[config.mk]
export PLATFORM = sky130hd
export DESIGN_NAME = communication_send_param
export DESIGN_NICKNAME = d
export VERILOG_FILES = /design/src/rtl/communication_send_param_pkg.sv /design/src/rtl/communication_send_param_send.sv /design/src/rtl/communication_send_param.sv
export SDC_FILE = /design/constraint.sdc
export NUM_CORES = 1
export LEC_CHECK = 0
export CORE_AREA = 3 3 167 104
export CTS_CLUSTER_DIAMETER = 150
export DETAILED_ROUTE_END_ITERATION = 6
export DIE_AREA = 0 0 170 107
export DONT_BUFFER_PORTS = 1
export PLACE_DENSITY_LB_ADDON = 0.1
export REMOVE_ABC_BUFFERS = 1
export SLEW_MARGIN = 20
export SYNTH_ARGS = -nofsm -noshare
export SYNTH_HDL_FRONTEND = slang
export SYNTH_SLANG_ARGS = --single-unit
export TNS_END_PERCENT = 20
[constraint.sdc]
create_clock -name clk1 -period 12.5 [get_ports clk1]
set_input_delay 1.25 -clock clk1 [delete_from_list [all_inputs] [get_ports clk1]]
set_output_delay 1.25 -clock clk1 [all_outputs]
set_load 0.01 [all_outputs]
[src/rtl/communication_send_param_pkg.sv]
// Shared definitions for the parametrised serial frame transmitter:
// parity modes, FSM state encoding and a width helper for counters.
package communication_send_param_pkg;

  localparam int PARITY_NONE = 0;
  localparam int PARITY_EVEN = 1;
  localparam int PARITY_ODD  = 2;

  localparam logic [2:0] ST_IDLE   = 3'd0;
  localparam logic [2:0] ST_START  = 3'd1;
  localparam logic [2:0] ST_DATA   = 3'd2;
  localparam logic [2:0] ST_PARITY = 3'd3;
  localparam logic [2:0] ST_STOP   = 3'd4;

  typedef enum logic [2:0] {
    S_IDLE   = ST_IDLE,
    S_START  = ST_START,
    S_DATA   = ST_DATA,
    S_PARITY = ST_PARITY,
    S_STOP   = ST_STOP
  } state_t;

  // Ceiling log2, never less than 1 so every counter has at least one bit.
  function automatic int clog2_min1(input int value);
    int w;
    w = 1;
    for (int i = 1; i < 32; i++) begin
      if ((1 << i) < value) w = i + 1;
    end
    return w;
  endfunction

endpackage

[src/rtl/communication_send_param_send.sv]
// Input FIFO for the frame transmitter. Registered, no fall-through: a word
// written at an edge is visible at the read port only after that edge.
// The level is kept in its own register so full and empty never alias.
module send_fifo
  import communication_send_param_pkg::*;
#(
  parameter int WIDTH = 8,
  parameter int DEPTH = 4,
  localparam int PTR_W = clog2_min1(DEPTH),
  localparam int LVL_W = PTR_W + 1
) (
  input  logic             clk1,
  input  logic             rst,
  input  logic             push,
  input  logic             pop,
  input  logic             flush,
  input  logic [WIDTH-1:0] wdata,
  output logic [WIDTH-1:0] rdata,
  output logic             full,
  output logic             empty,
  output logic [LVL_W-1:0] level
);

  logic [WIDTH-1:0] mem [DEPTH];
  logic [PTR_W-1:0] rd_ptr;
  logic [PTR_W-1:0] wr_ptr;
  logic [LVL_W-1:0] level_nx;
  logic             do_push;
  logic             do_pop;

  // A pop in the same cycle frees a slot, so a push into a full FIFO is
  // accepted when it coincides with a pop.
  assign do_pop  = pop && !empty;
  assign do_push = push && (!full || do_pop);
  assign rdata   = mem[rd_ptr];

  // Next occupancy from the accepted push/pop pair.
  always_comb begin
    level_nx = level;
    case ({do_push, do_pop})
      2'b10:   level_nx = level + LVL_W'(1);
      2'b01:   level_nx = level - LVL_W'(1);
      default: level_nx = level;
    endcase
  end

  // Pointers, level and flags; flush empties the FIFO like a reset.
  always_ff @(posedge clk1) begin
    if (!rst || flush) begin
      rd_ptr <= '0;
      wr_ptr <= '0;
      level  <= '0;
      full   <= 1'b0;
      empty  <= 1'b1;
    end else begin
      if (do_push) wr_ptr <= wr_ptr + PTR_W'(1);
      if (do_pop)  rd_ptr <= rd_ptr + PTR_W'(1);
      level <= level_nx;
      full  <= (level_nx == LVL_W'(DEPTH));
      empty <= (level_nx == '0);
    end
  end

  // Storage array; payload only, so it carries no reset.
  always_ff @(posedge clk1) begin
    if (rst && !flush && do_push) mem[wr_ptr] <= wdata;
  end

endmodule

[src/rtl/communication_send_param.sv]
// Parametrised serial frame transmitter: start bit, DATA_W data bits
// LSB-first, optional parity, STOP_BITS stop bits on line sd. Each bit lasts
// CLKS_PER_BIT clk1 cycles. Back-to-back frames are sent with no idle gap
// while the input FIFO holds words and send_en stays high.
module communication_send_param
  import communication_send_param_pkg::*;
#(
  parameter int DATA_W       = 8,
  parameter int PARITY       = 1,
  parameter int STOP_BITS    = 2,
  parameter int CLKS_PER_BIT = 4,
  parameter int FIFO_DEPTH   = 4,
  localparam int LVL_W       = clog2_min1(FIFO_DEPTH) + 1
) (
  input  logic              clk1,
  input  logic              rst,
  input  logic              send_en,
  input  logic [DATA_W-1:0] send_data,
  input  logic              send_valid,
  output logic              send_ready,
  output logic              sd,
  output logic              busy,
  output logic              frame_done,
  output logic [LVL_W-1:0]  fifo_level
);

  localparam int CNT_W = clog2_min1(CLKS_PER_BIT);
  localparam int IDX_W = clog2_min1((DATA_W > STOP_BITS) ? DATA_W : STOP_BITS);
  localparam logic [CNT_W-1:0] CNT_LAST  = CNT_W'(CLKS_PER_BIT - 1);
  localparam logic [IDX_W-1:0] DATA_LAST = IDX_W'(DATA_W - 1);
  localparam logic [IDX_W-1:0] STOP_LAST = IDX_W'(STOP_BITS - 1);

  state_t            state;
  state_t            state_nx;
  logic [CNT_W-1:0]  bit_cnt;
  logic [CNT_W-1:0]  cnt_nx;
  logic [IDX_W-1:0]  bit_idx;
  logic [IDX_W-1:0]  idx_nx;
  logic [DATA_W-1:0] shift;
  logic [DATA_W-1:0] shift_nx;
  logic              par_bit;
  logic              par_nx;
  logic              sd_nx;
  logic              busy_nx;
  logic              done_nx;
  logic              load;
  logic              bit_end;
  logic              ready_q;

  logic              pop;
  logic              push;
  logic              flush;
  logic              fifo_full;
  logic              fifo_empty;
  logic [DATA_W-1:0] fifo_rdata;

  // Even parity is the XOR of the word; odd parity is its complement.
  function automatic logic frame_parity(input logic [DATA_W-1:0] word);
    if (PARITY == PARITY_ODD) return ~^word;
    return ^word;
  endfunction

  assign bit_end    = (bit_cnt == CNT_LAST);
  assign flush      = !send_en;
  assign send_ready = ready_q && !fifo_full;
  // The end-of-frame pop frees a slot, so a push at that edge is kept.
  assign push       = send_valid && send_en && ready_q && (!fifo_full || pop);

  send_fifo #(
    .WIDTH (DATA_W),
    .DEPTH (FIFO_DEPTH)
  ) u_fifo (
    .clk1  (clk1),
    .rst   (rst),
    .push  (push),
    .pop   (pop),
    .flush (flush),
    .wdata (send_data),
    .rdata (fifo_rdata),
    .full  (fifo_full),
    .empty (fifo_empty),
    .level (fifo_level)
  );

  // Next state, counters, shift register and the registered-output values.
  always_comb begin
    state_nx = state;
    cnt_nx   = bit_cnt;
    idx_nx   = bit_idx;
    shift_nx = shift;
    par_nx   = par_bit;
    load     = 1'b0;

    case (state)
      S_IDLE: begin
        load = !fifo_empty;
      end
      S_START: begin
        if (bit_end) begin
          state_nx = S_DATA;
          cnt_nx   = '0;
          idx_nx   = '0;
        end else begin
          cnt_nx = bit_cnt + CNT_W'(1);
        end
      end
      S_DATA: begin
        if (bit_end) begin
          cnt_nx = '0;
          if (bit_idx == DATA_LAST) begin
            idx_nx   = '0;
            state_nx = (PARITY != PARITY_NONE) ? S_PARITY : S_STOP;
          end else begin
            idx_nx   = bit_idx + IDX_W'(1);
            shift_nx = shift >> 1;
          end
        end else begin
          cnt_nx = bit_cnt + CNT_W'(1);
        end
      end
      S_PARITY: begin
        if (bit_end) begin
          state_nx = S_STOP;
          cnt_nx   = '0;
          idx_nx   = '0;
        end else begin
          cnt_nx = bit_cnt + CNT_W'(1);
        end
      end
      S_STOP: begin
        if (bit_end) begin
          cnt_nx = '0;
          if (bit_idx == STOP_LAST) begin
            idx_nx   = '0;
            state_nx = S_IDLE;
            load     = !fifo_empty;
          end else begin
            idx_nx = bit_idx + IDX_W'(1);
          end
        end else begin
          cnt_nx = bit_cnt + CNT_W'(1);
        end
      end
      default: begin
        state_nx = S_IDLE;
        cnt_nx   = '0;
        idx_nx   = '0;
      end
    endcase

    // Start a frame from the FIFO head, either from idle or straight after
    // the last stop bit so consecutive frames have no gap.
    if (load) begin
      state_nx = S_START;
      cnt_nx   = '0;
      idx_nx   = '0;
      shift_nx = fifo_rdata;
      par_nx   = frame_parity(fifo_rdata);
    end

    // Dropping send_en abandons the frame at this edge.
    if (!send_en) begin
      state_nx = S_IDLE;
      cnt_nx   = '0;
      idx_nx   = '0;
      load     = 1'b0;
    end

    pop = load;

    case (state_nx)
      S_START:  sd_nx = 1'b0;
      S_DATA:   sd_nx = shift_nx[0];
      S_PARITY: sd_nx = par_nx;
      default:  sd_nx = 1'b1;
    endcase
    busy_nx = (state_nx != S_IDLE);
    done_nx = (state_nx == S_STOP) && (cnt_nx == CNT_LAST) && (idx_nx == STOP_LAST);
  end

  // Control state and registered line outputs.
  always_ff @(posedge clk1) begin
    if (!rst) begin
      state      <= S_IDLE;
      bit_cnt    <= '0;
      bit_idx    <= '0;
      sd         <= 1'b1;
      busy       <= 1'b0;
      frame_done <= 1'b0;
      ready_q    <= 1'b0;
    end else begin
      state      <= state_nx;
      bit_cnt    <= cnt_nx;
      bit_idx    <= idx_nx;
      sd         <= sd_nx;
      busy       <= busy_nx;
      frame_done <= done_nx;
      ready_q    <= 1'b1;
    end
  end

  // Frame payload; only read while a frame is active, so it is not reset.
  always_ff @(posedge clk1) begin
    shift   <= shift_nx;
    par_bit <= par_nx;
  end

endmodule

; ---- Word level (Yosys, flattened, before mapping)
; Memories as Yosys holds them, arrays and structs flattened. A register that Yosys moved wholly into a read port is not among the register bits.
; Cells that the tools add are included.
[word_totals]
register_bits = 179
ramBits = 32
input_bits = 12
output_inout_bits = 37
wordCells = 102
memories = 1
[memory_table]
columns = name, words, width, rd, rd_ports_with_merged_regs, write_ports, line
row1 = u_fifo.mem, 4, 8, 1, 1, 1, communication_send_param_send.sv:24  ; logic [WIDTH-1:0] mem [DEPTH];
[classes]
addsub = 6
eq_ne = 17
muxes = 37
n_reduce_logical = 26
[ops]
columns = op, n
row1 = 2-to-1 mux 32 bit, 10
row2 = "adder 32 x 1 -> 32 bit, second input constant", 4
row3 = case mux 32 bit (4 select lines), 1
row4 = case mux 33 bit (2 select lines), 1
row5 = "== test 32 x 1 -> 1 bit, second input constant", 2
row6 = "== test 32 x 2 -> 1 bit, second input constant", 2
row7 = case mux 32 bit (2 select lines), 1
row8 = "adder 33 x 1 -> 33 bit, second input constant", 1
row9 = "== test 33 x 3 -> 1 bit, second input constant", 1
row10 = logical NOT 33 bit, 1
row11 = "subtractor 33 x 1 -> 33 bit, second input constant", 1
row12 = "== test 32 x 3 -> 1 bit, second input constant", 1
row13 = 2-to-1 mux 8 bit, 4
row14 = 2-to-1 mux 3 bit, 8
row15 = case mux 3 bit (5 select lines), 1
row16 = "== test 3 x 2 -> 1 bit, second input constant", 4
row17 = logical AND 1 bit, 10
row18 = XOR reduction 8 bit, 1
row19 = 2-to-1 mux 1 bit, 7
row20 = "== test 3 x 1 -> 1 bit, second input constant", 2
row21 = "== test 3 bit, second input constant", 2
row22 = logical NOT 1 bit, 4
row23 = 2-to-1 mux 2 bit, 2
row24 = nonzero test 2 bit, 2
row25 = other kinds (11), 13

; ---- Longest topological paths before layout
; Gate-level depths: netlist (run 1).
[logic_depth]
word_depth = 11
mapped_depth = 23
depth_no_buf = 22

; ---- Hierarchy
; From an unflattened synthesis (run 1), not the netlist that was laid out.
[unflattened]
hier_cells = 1449
area_unflattened_um2 = 11434.7
[modules_own_cells]
columns = mod, instances, cells_per_inst, area_per_inst_um2
row1 = communication_send_param, 1, 785, 5798.1
row2 = send_fifo, 1, 664, 5636.7

; ---- Least setup slack after synthesis (run 1)
; OpenSTA, ideal clock, no wires.
[synth_timing]
kind = flip-flop to flip-flop
startpoint = register bit_cnt[0]
endpoint = register u_fifo.empty
setup_ns = 0.087
arrival_time_ns = 5.466
setup_slack_ns = 6.947
stages_incl_launch_ff = 23
n_path_buf = 1
synth_period_minus_slack_ns = 5.553
path_cell_list = dfxtp_1 > ha_1 > nor4b_2 > nand4_1 > nor2_1 > a21oi_1 > or3_1 > clkbuf_1 > a21oi_1 > inv_1 > ha_1 > ha_1 > o211ai_1 > o21ai_0 > a21oi_1 > xnor2_1 > mux2i_1 > o211ai_1 > or4_1 > nor4b_1 > o2111a_1 > nand4_1 > o31ai_1
[synth_via]
elab_chain_cells = 10
elab_cells_between_ends = 13
classes_between = 3 x eq/ne / 4 x mux / 6 x reduce/logical
[synth_lines]
columns = item, line
row1 = from (decl), communication_send_param.sv:35  ; logic [CNT_W-1:0] bit_cnt;
row2 = from (signal assigned), communication_send_param.sv:193  ; bit_cnt <= cnt_nx;
row3 = == test 32 x 2 -> 1 bit (*), communication_send_param.sv:63  ; assign bit_end = (bit_cnt == CNT_LAST);
row4 = 2-to-1 mux 1 bit (*), communication_send_param.sv:131  ; if (bit_end) begin
row5 = case mux 1 bit (2 select lines) (*), communication_send_param.sv:94  ; case (state)
row6 = 2-to-1 mux 1 bit (*), communication_send_param.sv:162  ; if (!send_en) begin
row7 = logical OR 1 bit / logical AND 1 bit (equally long branches), "communication_send_param.sv:67, communication_send_param_send.sv:33"
row8 = logical AND 1 bit / logical OR 1 bit (equally long branches), "communication_send_param.sv:67, communication_send_param_send.sv:34"
row9 = logical AND 1 bit, communication_send_param_send.sv:34  ; assign do_push = push && (!full || do_pop);
row10 = == test 2 x 1 -> 1 bit / == test 2 bit (equally long branches), communication_send_param_send.sv:40  ; case ({do_push, do_pop})
row11 = case mux 33 bit (2 select lines) (*), communication_send_param_send.sv:40
row12 = logical NOT 33 bit (*), communication_send_param_send.sv:60  ; empty <= (level_nx == '0);
row13 = to (signal assigned), communication_send_param_send.sv:60
row14 = to (decl), communication_send_param_send.sv:20  ; output logic empty,
; Mark *: on every way between the ends. The rest lies on a longest branch, timed or not.
; A chain may end at the register's enable or synchronous reset.

; ---- Final worst setup path (run 1)
[layout_timing]
startpoint = register bit_cnt[1]
endpoint = register u_fifo.empty
; Same word-level chain as after synthesis.

==> impl_metrics.tcl, run 1 <==
set metrics [dict create \
    drtPass1Iterations 5 \
    p_per_area_nw_per_um2 118 \
    grt_busiest_layer "met1" \
    detail-route-antenna-nets 0 \
    ys_types 76 \
    ctsHoldBuffers 0 \
    global_route_wire_length_before_repair_um 42200 \
    crit_path_end_kind "register" \
    run_status "completed" \
    min_path_type "reg2reg" \
    layout.core_utilization 0.640 \
    fin_cells 1351 \
    finalPower_mw 1.21 \
    synth_common_cells "140 x sky130_fd_sc_hd__nor2_1, 114 x sky130_fd_sc_hd__dfxtp_1, 112 x sky130_fd_sc_hd__nand2_1, 101 x sky130_fd_sc_hd__a21oi_1, 71 x sky130_fd_sc_hd__o21ai_0" \
    drc 0 \
    final_critical_path_setup_slack_ns 5.88 \
    stdcell_area_um2 10300 \
    fin_nets 1181 \
    yosys_warnings 0 \
    cts_tree "yes" \
    postSynthRegisterBits 153 \
    post_cts_resize_count 0 \
    design.portCount 49 \
    numCtsBuffers 17 \
    num-fill-cells 1356 \
    critical_path_peak_fanout 34 \
    layout-area-overhead-vs-synth_pct 7.63 \
    die-height_um 107 \
    met1_usage 0.463 \
    setup_total_negative_slack_ns 0 \
    antenna_cells 0 \
    worst_margin_pin_slew_ns 0.887 \
    portBuffers 0 \
    post_cts_setup_inserts 0 \
    numPlacedInstances 1319 \
    synthesis.instances 1159 \
    die_width_um 170 \
    globalRouteTotalUtil 0.291 \
    cts.reportedPaths.clkPinSlew_ns 0.07 \
    detailed_place.area_um2 9620 \
    max-vdd-ir-drop_uv 120 \
    number_of_rows_created_at_floorplan 36 \
    clk_path_buf_depth 2 \
    syn-mean-instance-area_um2 8.23 \
    number_of_h_tree_levels 4 \
    drive_gt1_frac 0.0630 \
    synthTopCellsByArea "sky130_fd_sc_hd__dfxtp_1 24%, sky130_fd_sc_hd__edfxtp_1 12%, sky130_fd_sc_hd__nor2_1 5.5%, sky130_fd_sc_hd__a21oi_1 5.3%, sky130_fd_sc_hd__ha_1 5.1%" \
    floorplan.core_area_um2 16000 \
    drv_slew 0 \
    ctsRootBufferMaster "sky130_fd_sc_hd__clkbuf_16" \
    netlist_area_um2 9540 \
    netlist.top_cell.by_area "sky130_fd_sc_hd__dfxtp_1" \
    via_count_of_the_first_global_routing_pass 7678 \
    holdWs_ns 0.488 \
    grt_start_max_net_pins 69 \
    critical_path_class "reg2reg" \
    crit_required_ns 12.86 \
    setup_viol 0 \
    hpwl_um 18400 \
    timing.max_cap.violations 0 \
    ys_seq_area_frac 0.362 \
    die_area_um2 18200 \
    clock.fmax_mhz 151 \
    synth_edf_count 39 \
    drt_first_iter_violations 1316 \
    routed-via-count 8799 \
    gp_congestion 0.968 \
    dpl_worst_slack_ns 6.00 \
    globalRoute.totalOverflow 0 \
    vias_per_cell 6.51 \
    post-route-period-util 0.529 \
    clkLatencyLatePin_ns 0.45 \
    timing.clock.skew_ns 0.0112 \
    leakagePower_nw 3.58 \
    rsz0062_at_grt "false" \
    synth_top_flop_cell "sky130_fd_sc_hd__dfxtp_1" \
    yosys.area.top_type_share 0.239 \
    ys_async_sr_fraction 0 \
    worstPathArrival_ns 6.98 \
    regArea_um2 3450 \
    met2_track_utilization_from_global_routing 0.379 \
    multi_input_area_um2 5740 \
    setup.worst_path.start_class "register" \
    period_needed_ns 6.62 \
    initial_core_utilization 0.595 \
    final-hold-violation-count 0 \
    drt_wl_total_um 26200 \
    yosysMostFrequentCell "sky130_fd_sc_hd__nor2_1" \
    tritoncts_num_sinks 153 \
    drt-wirelength-per-cell_um 19.4 \
    antenna_found_initial 0 \
    timing.max_slew.rel_slack 0.404 \
    grt_util_met3 0.0818 \
]
==> power breakdown <==
group,internal [mW],switching [mW]
Clock,0.327,0.248
Combinational,0.0378,0.0706
Sequential,0.517,0.00725
Total,0.881,0.326
==> layout make-up <==
cell class | count | area share
multi-input combinational | 922 | 0.559
sequential | 153 | 0.336
clock buffer | 17 | 0.0414
tap | 209 | 0.0255
clock inverter | 15 | 0.0221
inverter | 27 | 0.00987
timing repair buffer | 8 | 0.00585
==> worst max-delay path, stage by stage, from the launching register on <==
cell and delay (ns):
sky130_fd_sc_hd__dfxtp_1 0.38, sky130_fd_sc_hd__ha_1 0.28, sky130_fd_sc_hd__nor4b_2 0.23, sky130_fd_sc_hd__nand4_1 0.22
sky130_fd_sc_hd__nor2_1 0.39, sky130_fd_sc_hd__a21oi_1 0.17, sky130_fd_sc_hd__or3_1 0.48, sky130_fd_sc_hd__a21oi_1 0.51
sky130_fd_sc_hd__inv_1 0.10, sky130_fd_sc_hd__ha_2 0.45, sky130_fd_sc_hd__ha_1 0.48, sky130_fd_sc_hd__o211ai_1 0.13
sky130_fd_sc_hd__o21ai_0 0.38, sky130_fd_sc_hd__nand3_1 0.20, sky130_fd_sc_hd__a211oi_1 0.45, sky130_fd_sc_hd__nand2_1 0.14
sky130_fd_sc_hd__o311a_1 0.34, sky130_fd_sc_hd__o311ai_0 0.49, sky130_fd_sc_hd__o2111a_1 0.29, sky130_fd_sc_hd__nand4_1 0.14
sky130_fd_sc_hd__o31ai_1 0.24
==> flip-flops by register name, indices dropped and copies added (netlist names), named ones only <==
name           count
u_fifo.level      33
bit_cnt           32
bit_idx           32
u_fifo.mem        32
shift              8
state              3
u_fifo.rd_ptr      2
u_fifo.wr_ptr      2
busy               1
frame_done         1
par_bit            1
ready_q            1
sd                 1
u_fifo.empty       1
u_fifo.full        1
==> layer usage <==
metal | wire, µm | share of wire
met1 | 13300 | 0.51
met2 | 10100 | 0.39
met3 | 2510 | 0.096
met4 | 278 | 0.011
met5 | 0 | 0
==> cell usage in the layout (no fill, tap or decap), drive strengths merged, types with 8 or more instances in the layout <==
cell,instances
a211oi,8
a21o,13
a21oi,102
a22oi,8
a31oi,15
and2,17
and3,15
buf,8
clkbuf,17
dfxtp,114
edfxtp,39
ha,39
inv,35
mux2i,13
mux4,8
nand2,112
nand2b,8
nand3,43
nand4,34
nor2,140
nor2b,30
nor3,35
nor4,27
o21ai,80
o31ai,11
or4,9
xnor2,27
xor2,18
==> cell families after synthesis <==
logic type,count (synthesis),synth area share
mux,21,0.0325
simple gates,502,0.267
fa+ha+maj,42,0.0557
compound gates,312,0.204
xor+xnor,45,0.0413
flops,153,0.362
buf+inv,84,0.0380
==> path summary, 6_finish.rpt <==
check | startpoint | to | slack [ns] | cells after the start
setup / recovery | bit_cnt[1] | u_fifo.empty | 5.88 | 20
hold / removal | par_bit | par_bit | 0.49 | 2
setup reg to reg | bit_cnt[1] | u_fifo.empty | 5.88 | 20
hold reg to reg | par_bit | par_bit | 0.49 | 2
Note: power is estimated with default switching activity, not from simulation.
==> run 2: changes to the inputs <==
--- a/config.mk
+++ b/config.mk
@@ -5,10 +5,10 @@
 export SDC_FILE = /design/constraint.sdc
 export NUM_CORES = 1
 export LEC_CHECK = 0
-export CORE_AREA = 3 3 167 104
+export CORE_AREA = 3 3 170 106
 export CTS_CLUSTER_DIAMETER = 150
 export DETAILED_ROUTE_END_ITERATION = 6
-export DIE_AREA = 0 0 170 107
+export DIE_AREA = 0 0 173 109
 export DONT_BUFFER_PORTS = 1
 export PLACE_DENSITY_LB_ADDON = 0.1
 export REMOVE_ABC_BUFFERS = 1
==> constraint.sdc (replaced) <==
create_clock -name clk1 -period 5.65 [get_ports clk1]
set_input_delay 0.565 -clock clk1 [delete_from_list [all_inputs] [get_ports clk1]]
set_output_delay 0.565 -clock clk1 [all_outputs]
set_load 0.01 [all_outputs]
==> impl_metrics.tcl, run 2 (same netlist as run 1, synthesis figures left out) <==
set metrics [dict create \
    run_status "completed" \
    critical_path_class "reg2reg" \
    drt_wl_total_um 27600 \
    max-vdd-ir-drop_uv 267 \
    crit_path_cell_trace "nor4_2 -> nand4_1 -> nor2_1 -> and2_1 -> a21oi_1 -> or3_1 -> a21oi_2 -> inv_1 -> ha_4 -> buf_4 -> ha_1 -> a21o_1 -> o21bai_1 -> a2111oi_0 -> buf_4 -> a21oi_2 -> and3_1 -> or4_1 -> nand3_1 -> xor2_1 -> o21bai_1 -> o31ai_1" \
    r2r_slack_ns 0.31 \
    globalRoute.totalOverflow 0 \
    floorplan.core_area_um2 16300 \
    cts.reportedPaths.clkPinSlew_ns 0.07 \
    r2r-start "bit_idx[23]" \
    globalRouteTotalUtil 0.292 \
    power.switching_fraction 0.272 \
    die_area_um2 18900 \
    via_count_of_the_first_global_routing_pass 8118 \
    layout_commonest_cell "sky130_fd_sc_hd__nor2_1" \
    timing.max_slew.rel_slack 0.383 \
    final-hold-violation-count 0 \
    period_needed_ns 5.34 \
    worst_path_largest_cell_delay_ns 0.50 \
    worstPathArrival_ns 5.67 \
    pwr-share-seq 0.455 \
    worst_hold_path.num_cells 0 \
    detailroute.wirelength.met3_um 3510 \
    portBuffers 0 \
    detailed_place.area_um2 9820 \
    ctsHoldBuffers 0 \
    antenna_cells 0 \
    min_path_type "in2reg" \
    timing.reg2reg.worst_path_depth 22 \
    tritoncts_num_sinks 153 \
    timing.clock.skew_ns 0.00960 \
    setup_total_negative_slack_ns 0 \
    post-route-period-util 0.946 \
    clk_path_buf_depth 2 \
    clock.fmax_mhz 187 \
    dr_wl_met2_um 10600 \
    clkLatencyLatePin_ns 0.45 \
    timing.max_cap.violations 0 \
    drv_slew 0 \
    routed-via-count 9124 \
    drc 0 \
    timing.critical_path.buf_inv 3 \
    route.top_layer_used "met4" \
    die_width_um 173 \
    register_with_the_highest_flop_count "u_fifo.level" \
    number_of_h_tree_levels 4 \
    hold_start "rst" \
    gp_congestion 0.964 \
    worst_margin_pin_slew_ns 0.918 \
    number_of_rows_created_at_floorplan 36 \
    leakagePower_nw 3.69 \
    stdcell_area_um2 10500 \
    drive_gt1_frac 0.0950 \
    crit_required_ns 5.98 \
    initial_core_utilization 0.585 \
    min_delay_worst_endpoint "ready_q" \
    worst_path_max_delay_cell "sky130_fd_sc_hd__or4_1" \
    cts_tree "yes" \
    crit_path_end_kind "register" \
    design.portCount 49 \
    hpwl_um 19800 \
    clk_network_pwr_share 0.444 \
    largest_register_ffs 33 \
    vias_per_cell 6.53 \
    setup.worst_path.start_class "register" \
    fin_nets 1208 \
    p_int_mw 1.86 \
    routed_metal_1_wirelength_um 13100 \
    detail-route-antenna-nets 0 \
    p_per_area_nw_per_um2 243 \
    power_frac_comb 0.101 \
    global_route_wire_length_before_repair_um 44200 \
    critical_path_peak_fanout 11 \
    layout-area-overhead-vs-synth_pct 9.97 \
    mostFrequentLayoutCells "140 x sky130_fd_sc_hd__nor2_1, 114 x sky130_fd_sc_hd__dfxtp_1, 112 x sky130_fd_sc_hd__nand2_1, 97 x sky130_fd_sc_hd__a21oi_1, 70 x sky130_fd_sc_hd__o21ai_0" \
    numCtsBuffers 17 \
    antenna_found_initial 0 \
    die-height_um 109 \
    ctsRootBufferMaster "sky130_fd_sc_hd__clkbuf_16" \
    cp_top_delay_family "simple AND/OR/NAND/NOR gates" \
    drtPass1Iterations 6 \
    p_sw_uw 693 \
    worst_r2r_endpoint "u_fifo.empty" \
    drt_first_iter_violations 1402 \
    drt-wirelength-per-cell_um 19.8 \
    grt_start_max_net_pins 46 \
    setup_viol 0 \
]
[run 2: cell types whose count changed in the layout (fill, tap and decap cells not counted), moves of 4 or more]
cell / previous run / this run
sky130_fd_sc_hd__a21oi_1: 101 / 97
sky130_fd_sc_hd__a21oi_2: 1 / 5
sky130_fd_sc_hd__buf_4: 8 / 35
sky130_fd_sc_hd__ha_1: 38 / 34
[run 2: metrics by stage]
| step | hold WS, ns | util | total power [mW] | cells | worst slack, ns |
|---|---|---|---|---|---|
| CTS | 0.139 | 0.637 | 2.55 | 1394 | 0.0459 |
| finish | 0.145 | 0.643 | 2.55 | 1397 | 0.307 |
| floorplan | 0.433 | - | 1.35 | 1102 | -0.173 |
| detailed placement | 0.472 | 0.602 | 1.42 | 1362 | 0.0800 |
| global route | 0.138 | 0.643 | 2.63 | 1397 | -0.0324 |
| global placement | 0.458 | 0.602 | 1.42 | 1362 | 0.215 |
[run 2: power groups by stage]
stage,sequential (mW),clock (mW),combinational [mW]
after detailed placement,1.18,0,0.241
after CTS,1.16,1.14,0.244
after floorplan,1.18,0,0.175
after global routing,1.16,1.19,0.278
final,1.16,1.13,0.256
after global placement,1.18,0,0.239
[run 2: worst max-delay path by stage]
stage,startpoint,to,depth (start not counted)
floorplan,bit_cnt[0],u_fifo.empty,21
global placement,bit_idx[3],u_fifo.empty,22
detailed placement,bit_idx[15],u_fifo.empty,22
CTS,bit_idx[3],u_fifo.empty,22
global route,bit_idx[23],u_fifo.empty,22
finish,bit_idx[23],u_fifo.empty,22
[run 2: timing repair]
item / in CTS / in global routing
setup endpoints to repair: 0 / 3
gates resized for setup: 0 / 18
buffers inserted: 0 / 3
[run 2: metal layers]
| metal | vias up | global-route usage |
|---|---|---|
| li1 | 4281 | - |
| met1 | 4239 | 0.449 |
| met5 | - | 0 |
| met2 | 560 | 0.389 |
| met4 | 0 | 0.0653 |
| met3 | 44 | 0.0946 |
[run 2: cell type report]
type,count,area (µm²)
repair buffers,35,263
clock inverters,14,138
well taps,228,285
inverters,27,101
flip-flops and latches,153,3450
multi-input cells,922,5820
fillers,1405,5820
clock buffers,18,429
==> run 3: changes to the inputs <==
--- a/config.mk
+++ b/config.mk
@@ -5,11 +5,10 @@
 export SDC_FILE = /design/constraint.sdc
 export NUM_CORES = 1
 export LEC_CHECK = 0
-export CORE_AREA = 3 3 170 106
+export CORE_AREA = 3 3 175 109
 export CTS_CLUSTER_DIAMETER = 150
 export DETAILED_ROUTE_END_ITERATION = 6
-export DIE_AREA = 0 0 173 109
-export DONT_BUFFER_PORTS = 1
+export DIE_AREA = 0 0 178 112
 export PLACE_DENSITY_LB_ADDON = 0.1
 export REMOVE_ABC_BUFFERS = 1
 export SLEW_MARGIN = 20
==> impl_metrics.tcl, run 3 (same netlist as run 1, synthesis figures left out) <==
set metrics [dict create \
    tritoncts_num_sinks 153 \
    setup.worst_path.start_class "register" \
    timing.clock.skew_ns 0.00862 \
    drt_wl_total_um 26600 \
    holdWs_ns 0.497 \
    timing.max_slew.rel_slack 0.404 \
    worst_margin_pin_slew_ns 0.892 \
    layout_commonest_cell "sky130_fd_sc_hd__nor2_1" \
    layout.core_utilization 0.617 \
    design.portCount 49 \
    worst_r2r_endpoint "u_fifo.empty" \
    global_route_wire_length_before_repair_um 43200 \
    globalRouteTotalUtil 0.269 \
    multi_input_area_um2 5800 \
    finalPower_mw 2.57 \
    cts_tree "yes" \
    p_int_mw 1.86 \
    clk_network_pwr_share 0.441 \
    crit_path_end_kind "register" \
    clkLatencyLatePin_ns 0.44 \
    floorplan.core_area_um2 17700 \
    critical_path_peak_fanout 12 \
    fin_cells 1452 \
    via_count_of_the_first_global_routing_pass 8066 \
    drive_gt1_frac 0.0858 \
    pwr-share-seq 0.450 \
    drt_first_iter_violations 1121 \
    regArea_um2 3450 \
    r2r-start "bit_idx[20]" \
    number_of_rows_created_at_floorplan 38 \
    initial_core_utilization 0.538 \
    setup_viol 0 \
    antenna_found_initial 0 \
    register_with_the_highest_flop_count "u_fifo.level" \
    drv_slew 0 \
    clock.fmax_mhz 185 \
    hpwl_um 19100 \
    ctsRootBufferMaster "sky130_fd_sc_hd__clkbuf_16" \
    run_status "completed" \
    min_delay_worst_endpoint "par_bit" \
    power.switching_fraction 0.276 \
    final-hold-violation-count 0 \
    min_path_type "reg2reg" \
    critical_path_class "reg2reg" \
    ctsHoldBuffers 0 \
    number_of_h_tree_levels 4 \
    portBuffers 48 \
    leakagePower_nw 3.85 \
    cts.reportedPaths.clkPinSlew_ns 0.07 \
    vias_per_cell 6.24 \
    num-fill-cells 1507 \
    timing.max_cap.violations 0 \
    detail-route-antenna-nets 0 \
    largest_register_ffs 33 \
    routed-via-count 9059 \
    r2r_slack_ns 0.24 \
    stdcell_area_um2 10900 \
    globalRoute.totalOverflow 0 \
    worstPathArrival_ns 5.76 \
    clk_path_buf_depth 2 \
    post-route-period-util 0.958 \
    drtPass1Iterations 6 \
    die_width_um 178 \
    gp_congestion 0.981 \
    p_per_area_nw_per_um2 235 \
    power_frac_comb 0.109 \
    period_needed_ns 5.41 \
    numPlacedInstances 1417 \
    grt_start_max_net_pins 37 \
    drc 0 \
    mostFrequentLayoutCells "139 x sky130_fd_sc_hd__nor2_1, 114 x sky130_fd_sc_hd__dfxtp_1, 112 x sky130_fd_sc_hd__nand2_1, 100 x sky130_fd_sc_hd__a21oi_1, 69 x sky130_fd_sc_hd__o21ai_0" \
    max-vdd-ir-drop_uv 212 \
    antenna_cells 0 \
    timing.reg2reg.worst_path_depth 22 \
    p_sw_uw 709 \
    die_area_um2 19900 \
    numCtsBuffers 17 \
    die-height_um 112 \
    worst_hold_path.num_cells 2 \
    crit_required_ns 6.00 \
    drt-wirelength-per-cell_um 18.3 \
    fin_nets 1251 \
    detailed_place.area_um2 10300 \
    layout-area-overhead-vs-synth_pct 14.7 \
    hold_start "par_bit" \
]
==> run 3: cell count changes in the layout (fill, tap and decap cells not counted), moves of 2 or more <==
cell / before / now
sky130_fd_sc_hd__a21oi_2: 5 / 2
sky130_fd_sc_hd__a21oi_1: 97 / 100
sky130_fd_sc_hd__clkinv_1: 2 / 0
sky130_fd_sc_hd__clkinv_2: 1 / 3
sky130_fd_sc_hd__clkdlybuf4s50_1: 0 / 48
sky130_fd_sc_hd__inv_8: 4 / 6
sky130_fd_sc_hd__ha_1: 34 / 36
sky130_fd_sc_hd__buf_4: 35 / 30
sky130_fd_sc_hd__ha_2: 4 / 2
==> run 3: worst max-delay path by stage <==
stage                 from            to  slack [ns]  cells after the start
3_5_place_dp    bit_idx[6]  u_fifo.empty        0.03                     22
5_1_grt         bit_cnt[0]  u_fifo.empty       -0.03                     21
3_3_place_gp    bit_idx[6]  u_fifo.empty        0.15                     22
6_report       bit_idx[20]  u_fifo.empty        0.24                     22
4_1_cts         bit_idx[6]  u_fifo.empty        0.08                     22
2_1_floorplan   bit_cnt[0]  u_fifo.empty       -0.17                     21
==> run 3: layout make-up <==
| type | count | share of cell area |
|---|---|---|
| sequential | 153 | 0.316 |
| clock buffer | 18 | 0.0412 |
| multi-input combinational | 922 | 0.531 |
| timing repair buffer | 78 | 0.0645 |
| inverter | 27 | 0.00926 |
| clock inverter | 14 | 0.0114 |
| tap | 240 | 0.0274 |
==> run 3: what timing repair did <==
item	4_1_cts	5_1_grt
endpoints found under the setup margin	1	3
pin swaps	0	4
resized for setup	1	13
buffers inserted	0	3
==> run 3: through the flow <==
stage / worst slack (ns) / setup TNS [ns]
after floorplan: -0.173 / -0.284
after global placement: 0.152 / 0
after detailed placement: 0.0318 / 0
after CTS: 0.0785 / 0
after global routing: -0.0294 / -0.0294
final: 0.237 / 0
==> run 3: per-layer routing <==
layer / routed length, µm / global-route usage
met5: 0 / 0
met4: 197 / 0.0591
met3: 2460 / 0.0685
met2: 10400 / 0.351
met1: 13500 / 0.435
==> run 3: critical path, cell delays in order (launching register included) <==
cell and delay [ns]:
sky130_fd_sc_hd__dfxtp_1 0.33, sky130_fd_sc_hd__nor4_1 0.41, sky130_fd_sc_hd__nand4_1 0.23, sky130_fd_sc_hd__nor2_2 0.16
sky130_fd_sc_hd__and2_1 0.18, sky130_fd_sc_hd__a21oi_1 0.12, sky130_fd_sc_hd__or3_1 0.40, sky130_fd_sc_hd__a21oi_2 0.17
sky130_fd_sc_hd__inv_1 0.09, sky130_fd_sc_hd__ha_4 0.21, sky130_fd_sc_hd__buf_4 0.18, sky130_fd_sc_hd__ha_2 0.41
sky130_fd_sc_hd__nand2_1 0.14, sky130_fd_sc_hd__nor4_2 0.28, sky130_fd_sc_hd__o21a_1 0.23, sky130_fd_sc_hd__nor3_1 0.07
sky130_fd_sc_hd__a21oi_1 0.17, sky130_fd_sc_hd__o211ai_1 0.11, sky130_fd_sc_hd__or4_4 0.58, sky130_fd_sc_hd__nor4b_4 0.28
sky130_fd_sc_hd__o2111a_1 0.21, sky130_fd_sc_hd__nand4_1 0.15, sky130_fd_sc_hd__o31ai_1 0.22
==> run 3: power groups by stage <==
| stage | clock network [mW] | logic [mW] | registers, mW |
|---|---|---|---|
| after floorplan | 0 | 0.175 | 1.18 |
| after global placement | 0 | 0.263 | 1.18 |
| after detailed placement | 0 | 0.262 | 1.18 |
| after CTS | 1.15 | 0.266 | 1.16 |
| after global routing | 1.20 | 0.304 | 1.16 |
| final | 1.13 | 0.281 | 1.16 |
